==> src/rtl/int_mac_dot_seq.sv <==
// -----------------------------------------------------------------------------
// int_mac_dot_seq
//   Sequential unsigned integer dot-product engine. A job is started with a
//   vector length, then operand pairs are streamed in over a valid/ready
//   handshake. Each accepted pair is registered into an operand stage and
//   multiplied/accumulated on the following edge. Products and sums wrap
//   modulo 2^DATA_PATH_BITWIDTH. The result is then offered with a
//   valid/ready handshake.
//
// Ports
//   clk        in   clock, rising-edge active
//   rst        in   asynchronous reset, active low
//   start      in   begin a job (only looked at while idle)
//   clear      in   synchronous abort back to idle, highest priority
//   len        in   element count, captured with an accepted start
//   in_valid   in   operand pair a/b is valid
//   in_ready   out  engine accepts an operand pair this cycle
//   a, b       in   unsigned operands
//   out_valid  out  result is valid
//   out_ready  in   consumer takes the result
//   result     out  accumulated dot product (meaningful while out_valid)
//   busy       out  engine is not idle
// -----------------------------------------------------------------------------
module int_mac_dot_seq #(
  parameter int DATA_PATH_BITWIDTH = 16,
  parameter int LEN_BITWIDTH       = 8
) (
  input  logic                          clk,
  input  logic                          rst,
  input  logic                          start,
  input  logic                          clear,
  input  logic [LEN_BITWIDTH-1:0]       len,
  input  logic                          in_valid,
  output logic                          in_ready,
  input  logic [DATA_PATH_BITWIDTH-1:0] a,
  input  logic [DATA_PATH_BITWIDTH-1:0] b,
  output logic                          out_valid,
  input  logic                          out_ready,
  output logic [DATA_PATH_BITWIDTH-1:0] result,
  output logic                          busy
);

  typedef enum logic [1:0] {
    IDLE  = 2'd0,
    RUN   = 2'd1,
    DRAIN = 2'd2,
    DONE  = 2'd3
  } state_t;

  state_t state_reg, state_next;

  logic [LEN_BITWIDTH-1:0]       count_reg;
  logic [DATA_PATH_BITWIDTH-1:0] acc_reg;
  logic [DATA_PATH_BITWIDTH-1:0] a_reg;
  logic [DATA_PATH_BITWIDTH-1:0] b_reg;
  logic                          op_valid_reg;

  logic                          beat;
  logic                          start_accept;
  logic [DATA_PATH_BITWIDTH-1:0] product;

  assign beat         = in_valid & in_ready;
  assign start_accept = (state_reg == IDLE) & start;
  // Same-width multiply: the upper half of the product is discarded, which
  // is exactly the modulo wrap the accumulator needs.
  assign product      = a_reg * b_reg;

  // ---------------------------------------------------------------------------
  // FSM: state register
  // ---------------------------------------------------------------------------
  always_ff @(posedge clk or negedge rst) begin
    if (!rst) begin
      state_reg <= IDLE;
    end else if (clear) begin
      state_reg <= IDLE;
    end else begin
      state_reg <= state_next;
    end
  end

  // ---------------------------------------------------------------------------
  // FSM: next-state logic
  // ---------------------------------------------------------------------------
  always_comb begin
    state_next = state_reg;
    case (state_reg)
      IDLE: begin
        if (start) begin
          state_next = (len != '0) ? RUN : DONE;
        end
      end
      RUN: begin
        // The beat that consumes the last element moves on; its product is
        // still sitting in the operand stage and is folded in during DRAIN.
        if (beat && (count_reg == LEN_BITWIDTH'(1))) begin
          state_next = DRAIN;
        end
      end
      DRAIN: begin
        state_next = DONE;
      end
      DONE: begin
        if (out_ready) begin
          state_next = IDLE;
        end
      end
      default: begin
        state_next = IDLE;
      end
    endcase
  end

  // ---------------------------------------------------------------------------
  // FSM: outputs
  // ---------------------------------------------------------------------------
  always_comb begin
    in_ready  = 1'b0;
    out_valid = 1'b0;
    busy      = 1'b1;
    case (state_reg)
      IDLE:    busy      = 1'b0;
      RUN:     in_ready  = 1'b1;
      DRAIN:   ;
      DONE:    out_valid = 1'b1;
      default: busy      = 1'b0;
    endcase
  end

  assign result = acc_reg;

  // ---------------------------------------------------------------------------
  // Datapath: remaining count, operand stage, accumulator
  // ---------------------------------------------------------------------------
  always_ff @(posedge clk or negedge rst) begin
    if (!rst) begin
      count_reg    <= '0;
      acc_reg      <= '0;
      a_reg        <= '0;
      b_reg        <= '0;
      op_valid_reg <= 1'b0;
    end else if (clear) begin
      count_reg    <= '0;
      acc_reg      <= '0;
      a_reg        <= '0;
      b_reg        <= '0;
      op_valid_reg <= 1'b0;
    end else begin
      // The operand stage holds the pair accepted on the previous edge; the
      // flag keeps bubble cycles from re-adding a stale product.
      if (op_valid_reg) begin
        acc_reg <= acc_reg + product;
      end
      op_valid_reg <= beat;
      if (beat) begin
        a_reg     <= a;
        b_reg     <= b;
        count_reg <= count_reg - LEN_BITWIDTH'(1);
      end
      // op_valid_reg is always low in IDLE, so this cannot collide with an
      // accumulate above.
      if (start_accept) begin
        count_reg <= len;
        acc_reg   <= '0;
      end
    end
  end

endmodule

==> config.mk <==
export PLATFORM = sky130hd
export DESIGN_NAME = int_mac_dot_seq
export DESIGN_NICKNAME = d
export VERILOG_FILES = /design/src/rtl/int_mac_dot_seq.sv
export SDC_FILE = /design/constraint.sdc
export NUM_CORES = 1
export LEC_CHECK = 0
export ABC_AREA = 1
export ABC_CLOCK_PERIOD_IN_PS = 8090
export BUFFER_PORTS_ARGS = -buffer_cell sky130_fd_sc_hd__clkbuf_2
export CORE_UTILIZATION = 40
export CTS_CLUSTER_SIZE = 30
export DETAILED_ROUTE_END_ITERATION = 8
export GPL_ROUTABILITY_DRIVEN = 0
export PLACE_DENSITY = 0.55
export SLEW_MARGIN = 15
export SYNTH_ARGS = -nofsm -noshare
export SYNTH_HDL_FRONTEND = slang
export SYNTH_SLANG_ARGS = --single-unit
==> constraint.sdc <==
create_clock -name clk -period 8.09 [get_ports clk]
set_input_delay 0.4045 -clock clk [delete_from_list [all_inputs] [get_ports clk]]
set_output_delay 0.4045 -clock clk [all_outputs]
set_load 0.03 [all_outputs]
======== Word level (Yosys, flattened, before mapping) ========
Cells that the tools add are included.
operators by class
  eq/ne operators ......................... 7
  reduce and logical (&&, ||, !) cells .... 7
  multipliers ............................. 1
  mux-type cells .......................... 20
  add/sub/neg operators ................... 2
  bitwise logic cells ..................... 2
operators with widths
  operator               number
  $mux W16               7
  $mux W8                3
  $add A16 B16 Y16       1
  $mul A16 B16 Y16       1
  $mux W2                5
  $ne A3 B3 Y1 const B   3
  $eq A8 B1 Y1 const B   1
  $pmux W2 S4            1
  $reduce_bool A8 Y1     1
  $sub A8 B1 Y8 const B  1
  $reduce_bool A3 Y1     2
  $eq A2 B2 Y1 const B   2
  $mux W1                4
  $reduce_and A3 Y1      1
  $and A1 B1 Y1          2
  $eq A2 B1 Y1 const B   1
  $logic_not A2 Y1       1
  $reduce_bool A2 Y1     1
  $logic_and A1 B1 Y1    1
storage, ports and cells
  word-level logic and storage cells ...... 45
  output and inout port bits .............. 19
  bits in registers ....................... 59
  bits of input ports ..................... 46

======== Logic depth before layout (Yosys ltp) ========
  depth in word-level cells ............... 7
  gate-level depth with buffers ........... 28
  gate-level depth less buffers ........... 27

======== Worst setup path before layout ========
OpenSTA, ideal clock, no wires.
  path type ............................... reg-to-reg
  start ................................... register b_reg[1]
  end ..................................... register acc_reg[14], in the netlist result[14]
  path buffers ............................ 2
  arrival ................................. 5.088 ns
  path slack .............................. 2.869 ns
  stages on the path, launching flop included .. 27
  library setup time ...................... 0.133 ns
  clock period less this slack ............ 5.221 ns
  required time ........................... 7.957 ns
  cell sequence ........................... dfrtp_1 > clkbuf_2 > clkbuf_1 > nand2_1 > inv_1 > fa_1 > inv_1 > fa_1 > fa_1 > fa_1 > inv_1 > fa_1 > inv_1 > fa_1 > inv_1 > ha_1 > nand2_1 > nor3_1 > nand3_1 > nand3_1 > nand2_1 > nand2_1 > nand2_1 > nand2_1 > a21oi_1 > o21ai_0 > o21ai_0
on the way
  longest elaborated chain between the ends .. 5
RTL lines
  what                      line  source
  start: declaration        55    logic [DATA_PATH_BITWIDTH-1:0] b_reg;
  start signal: assignment  139   b_reg <= '0;
  start signal: assignment  145   b_reg <= '0;
  start signal: assignment  156   b_reg <= b;
  $mul A16 B16 Y16          66    assign product = a_reg * b_reg;
  $add A16 B16 Y16          151   acc_reg <= acc_reg + product;
  $mux W16                  150   if (op_valid_reg) begin
  $mux W16                  161   if (start_accept) begin
  $mux W16                  141   end else if (clear) begin
  end signal: assignment    151
  end: declaration          53    logic [DATA_PATH_BITWIDTH-1:0] acc_reg;
No other way between the ends. The select of a mux whose other input is x is not followed.
A chain may end at the register's enable or synchronous reset.

======== Worst setup path in the final report ========
Ends and elaborated chain as after synthesis.

==> metrics.yaml <==
status:
  outcome: "complete, no violations"
routing:
  dr_total_vias: 5978
  avgViaCountPerCell: 4.726
  final_antenna_net_count: 0
  drt_drc_violations_left: 0
  tritonroute_pass_1_iters: 5
  finalWirelength_um: 17840
  drt_iter0_markers: 320
  wire_per_inst_um: 14.10
final_layout:
  fin_nets: 1231
  synthesis_to_layout_area_growth_pct: 10.48
  sequential_cell_area_sq_um: 1476
  post_route_cells_drive_above_1_share_pct: 9.363
  multi_input_area_sq_um: 4698
  layout_commonest_cell: "nand2_1"
  stdcell_count: 1265
  fillerInstances: 1861
  num_antenna_cells: 0
  most-common-layout-cells: "nand2_1 (295), inv_1 (262), fa_1 (94), nand3_1 (64), clkbuf_2 (63)"
global_routing:
  grt_first_pass_wirelength_um: 29970
  number_of_global_route_vias_before_repair: 5889
  initial_antenna_violation_count: 0
  grt_max_degree: 60
  global_route.overflow_total: 0
  grt.total_usage_pct: 21.07
critical_path:
  critPathKind: "reg -> reg"
  critical_path.slowest_cell: "dfrtp_1"
  worstSetupStartpoint: "b_reg[1]"
  timing.critical_path.to_type: "flip-flop"
  worst-r2r-cell-count: 24
  path_cells: "nand2_1, inv_1, fa_1, inv_1, fa_1, fa_1, fa_1, inv_1, fa_1, inv_1, fa_1, inv_1, ha_1, nand2_1, nor3_1, nand3_1, nand3_1, nand2_1, nand2_1, nand2_1, nand2_1, a21oi_1, o21ai_0, o21ai_0"
  start_kind: "flip-flop"
  r2r_start: "b_reg[1]"
  critical_path_arrival_ns: 5.74
  crit_path_max_incr_delay_ns: 0.57
  crit_fanout: 16
  crit_required_ns: 8.30
die:
  floorplan.die.height_um: 137.5
  die-width_um: 137.5
  ioPinCount: 65
  die_area_sq_um: 18900
  design.core.area_sq_um: 17960
  start_util_pct: 40.88
  placement_rows: 49
timing:
  finalClockSkew_ns: 0.005575
  maximum_frequency_from_static_timing_analysis_ghz: 0.1808
  slew_viol_final: 0
  timing_hold_violations_final: 0
  slew_headroom_pct: 44.06
  timing_worst_slew_pin_value_ns: 0.8392
  final_period_minus_worst_setup_slack_ns: 5.532
  holdWs_ns: 0.2465
  grt_setup_unrepaired: "no"
  setup_violating_endpoint_count_in_the_final_report: 0
  totalNegativeSetupSlack_ns: 0
  timing.final.crit_share_pct: 68.38
clock_network:
  cts_hold_buffers: 0
  cts-htree-levels: 3
  clock_sinks: 59
  postCtsResizedCells: 0
  cts_setup_buffers: 0
  tritoncts: "done"
  cts_root_buf: "clkbuf_16"
  clkLatencyLatePin_ns: 0.35
  cts.path.max_buffers: 2
  cts_buf_count: 9
  clk_pin_slew_worst_paths_ns: 0.06
run:
  drv.max_cap_violation_count: 0
power:
  power_frac_comb_pct: 27.8
  ir_worst_vdd_mv: 0.1671
  power.switching_fraction_pct: 38.84
  switching_power_total_mw: 0.4446
  internal_power_mw: 0.7001
  power_per_cell_area_nw_per_um2: 141.1
  leakagePower_nw: 4.840
  sequential_fraction_of_design_power_pct: 36.6
  fraction_of_power_consumed_by_the_clock_network_pct: 35.6
logic_synthesis:
  cell_type_with_the_largest_total_area_after_synthesis: "fa_1"
  synthDominantCellAreaShare_pct: 25.63
  yosys_warnings: 0
  syn_area_per_cell_sq_um: 7.410
  synth.ff_latch_count: 59
  post_synth_main_area_contributors: "fa_1 (26%), dfrtp_1 (20%), nand2_1 (15%), inv_1 (13%), ha_1 (10%)"
  synthCells: 991
  mappedNetlistArea_sq_um: 7343
  synth_fp_nets: 1190
  yosysSeqAreaShare_pct: 20.11
  synth_cell_type_count: 33
placed_design:
  place_inst: 1250
  dp_hpwl_um: 13840
  port_buf_inserts: 64
hold_path:
  hold_path_class: "in -> async"
worst max-delay path: cells and delay by family, from the launching register on:
| family | cells | cell delay (ns) |
|---|---|---|
| AOI/OAI and AO/OA | 3 | 0.26 |
| adders and majority gates | 7 | 3.39 |
| buffers and inverters | 5 | 0.27 |
| DFF | 1 | 0.57 |
| and+or+nand+nor | 9 | 0.90 |
Yosys cell counts:
cell type / instances
nand2_1: 295
inv_1: 262
fa_1: 94
nand3_1: 64
dfrtp_1: 59
ha_1: 59
clkbuf_1: 24
nor2_1: 24
o21ai_0: 24
a21oi_1: 19
o22ai_1: 11
buf_2: 8
nand2_2: 8
o21ai_1: 6
xor2_1: 6
inv_2: 4
buf_4: 3
nand3b_1: 3
a22o_1: 2
nor3_1: 2
o21a_1: 2
a211oi_1: 1
a31oi_1: 1
buf_1: 1
buf_6: 1
clkbuf_2: 1
nand3_4: 1
nand4_1: 1
nor3b_1: 1
o221ai_1: 1
or2_1: 1
or4_1: 1
xnor2_1: 1
cell families (layout without fill, tap and decap cells):
family | after synthesis | in the layout | share of synthesized area [%]
flops | 59 | 59 | 20.11
simple gates | 401 | 401 | 22.41
buf+inv | 304 | 349 | 15.95
compound gates | 67 | 67 | 5.027
xor+xnor | 7 | 7 | 0.8349
fa+ha+maj | 153 | 153 | 35.68
per-stage QoR:
step	area (sq um)	setup WS, ns	total power, mW	utilization (%)
3_3_place_gp	7810	2.691	0.7397	43.48
6_report	8113	2.558	1.145	45.16
2_1_floorplan	7343	2.869	0.6380	-
3_5_place_dp	7810	2.529	0.7428	43.48
4_1_cts	8113	2.541	1.155	45.16
5_1_grt	8113	2.141	1.224	45.16
power groups by stage:
stage / registers, mW / logic [mW] / clock network (mW)
finish: 0.419 / 0.319 / 0.407
global route: 0.427 / 0.372 / 0.425
CTS: 0.417 / 0.324 / 0.414
detailed placement: 0.422 / 0.321 / 0
global placement: 0.421 / 0.319 / 0
floorplan: 0.368 / 0.270 / 0
final cells by class:
| class | count | area share [%] |
|---|---|---|
| clock buffers | 11 | 3.115 |
| well taps | 229 | 3.532 |
| multi-input cells | 628 | 57.91 |
| repair buffers | 68 | 4.318 |
| flip-flops and latches | 59 | 18.20 |
| clock inverters | 4 | 0.6169 |
| inverters | 266 | 12.31 |
per-layer routing:
layer / part of all wire, % / GRT usage (%) / up-vias
met3: 4.0 / 2.870 / 14
li1: - / - / 2988
met1: 49 / 30.26 / 2862
met4: 1.2 / 5.433 / 0
met2: 46 / 33.22 / 114
met5: 0 / 0 / -
final timing paths:
path / to / slack, ns
worst max-delay path: result[14] / 2.56
worst min-delay path: result[13] / 0.25
worst max register to register: result[14] / 2.56
worst min register to register: a_reg[15] / 0.52
max in group asynchronous: b_reg[4] / 7.29
min in group clk: b_reg[10] / 0.25
No activity file was read; power rests on OpenSTA's default activity.
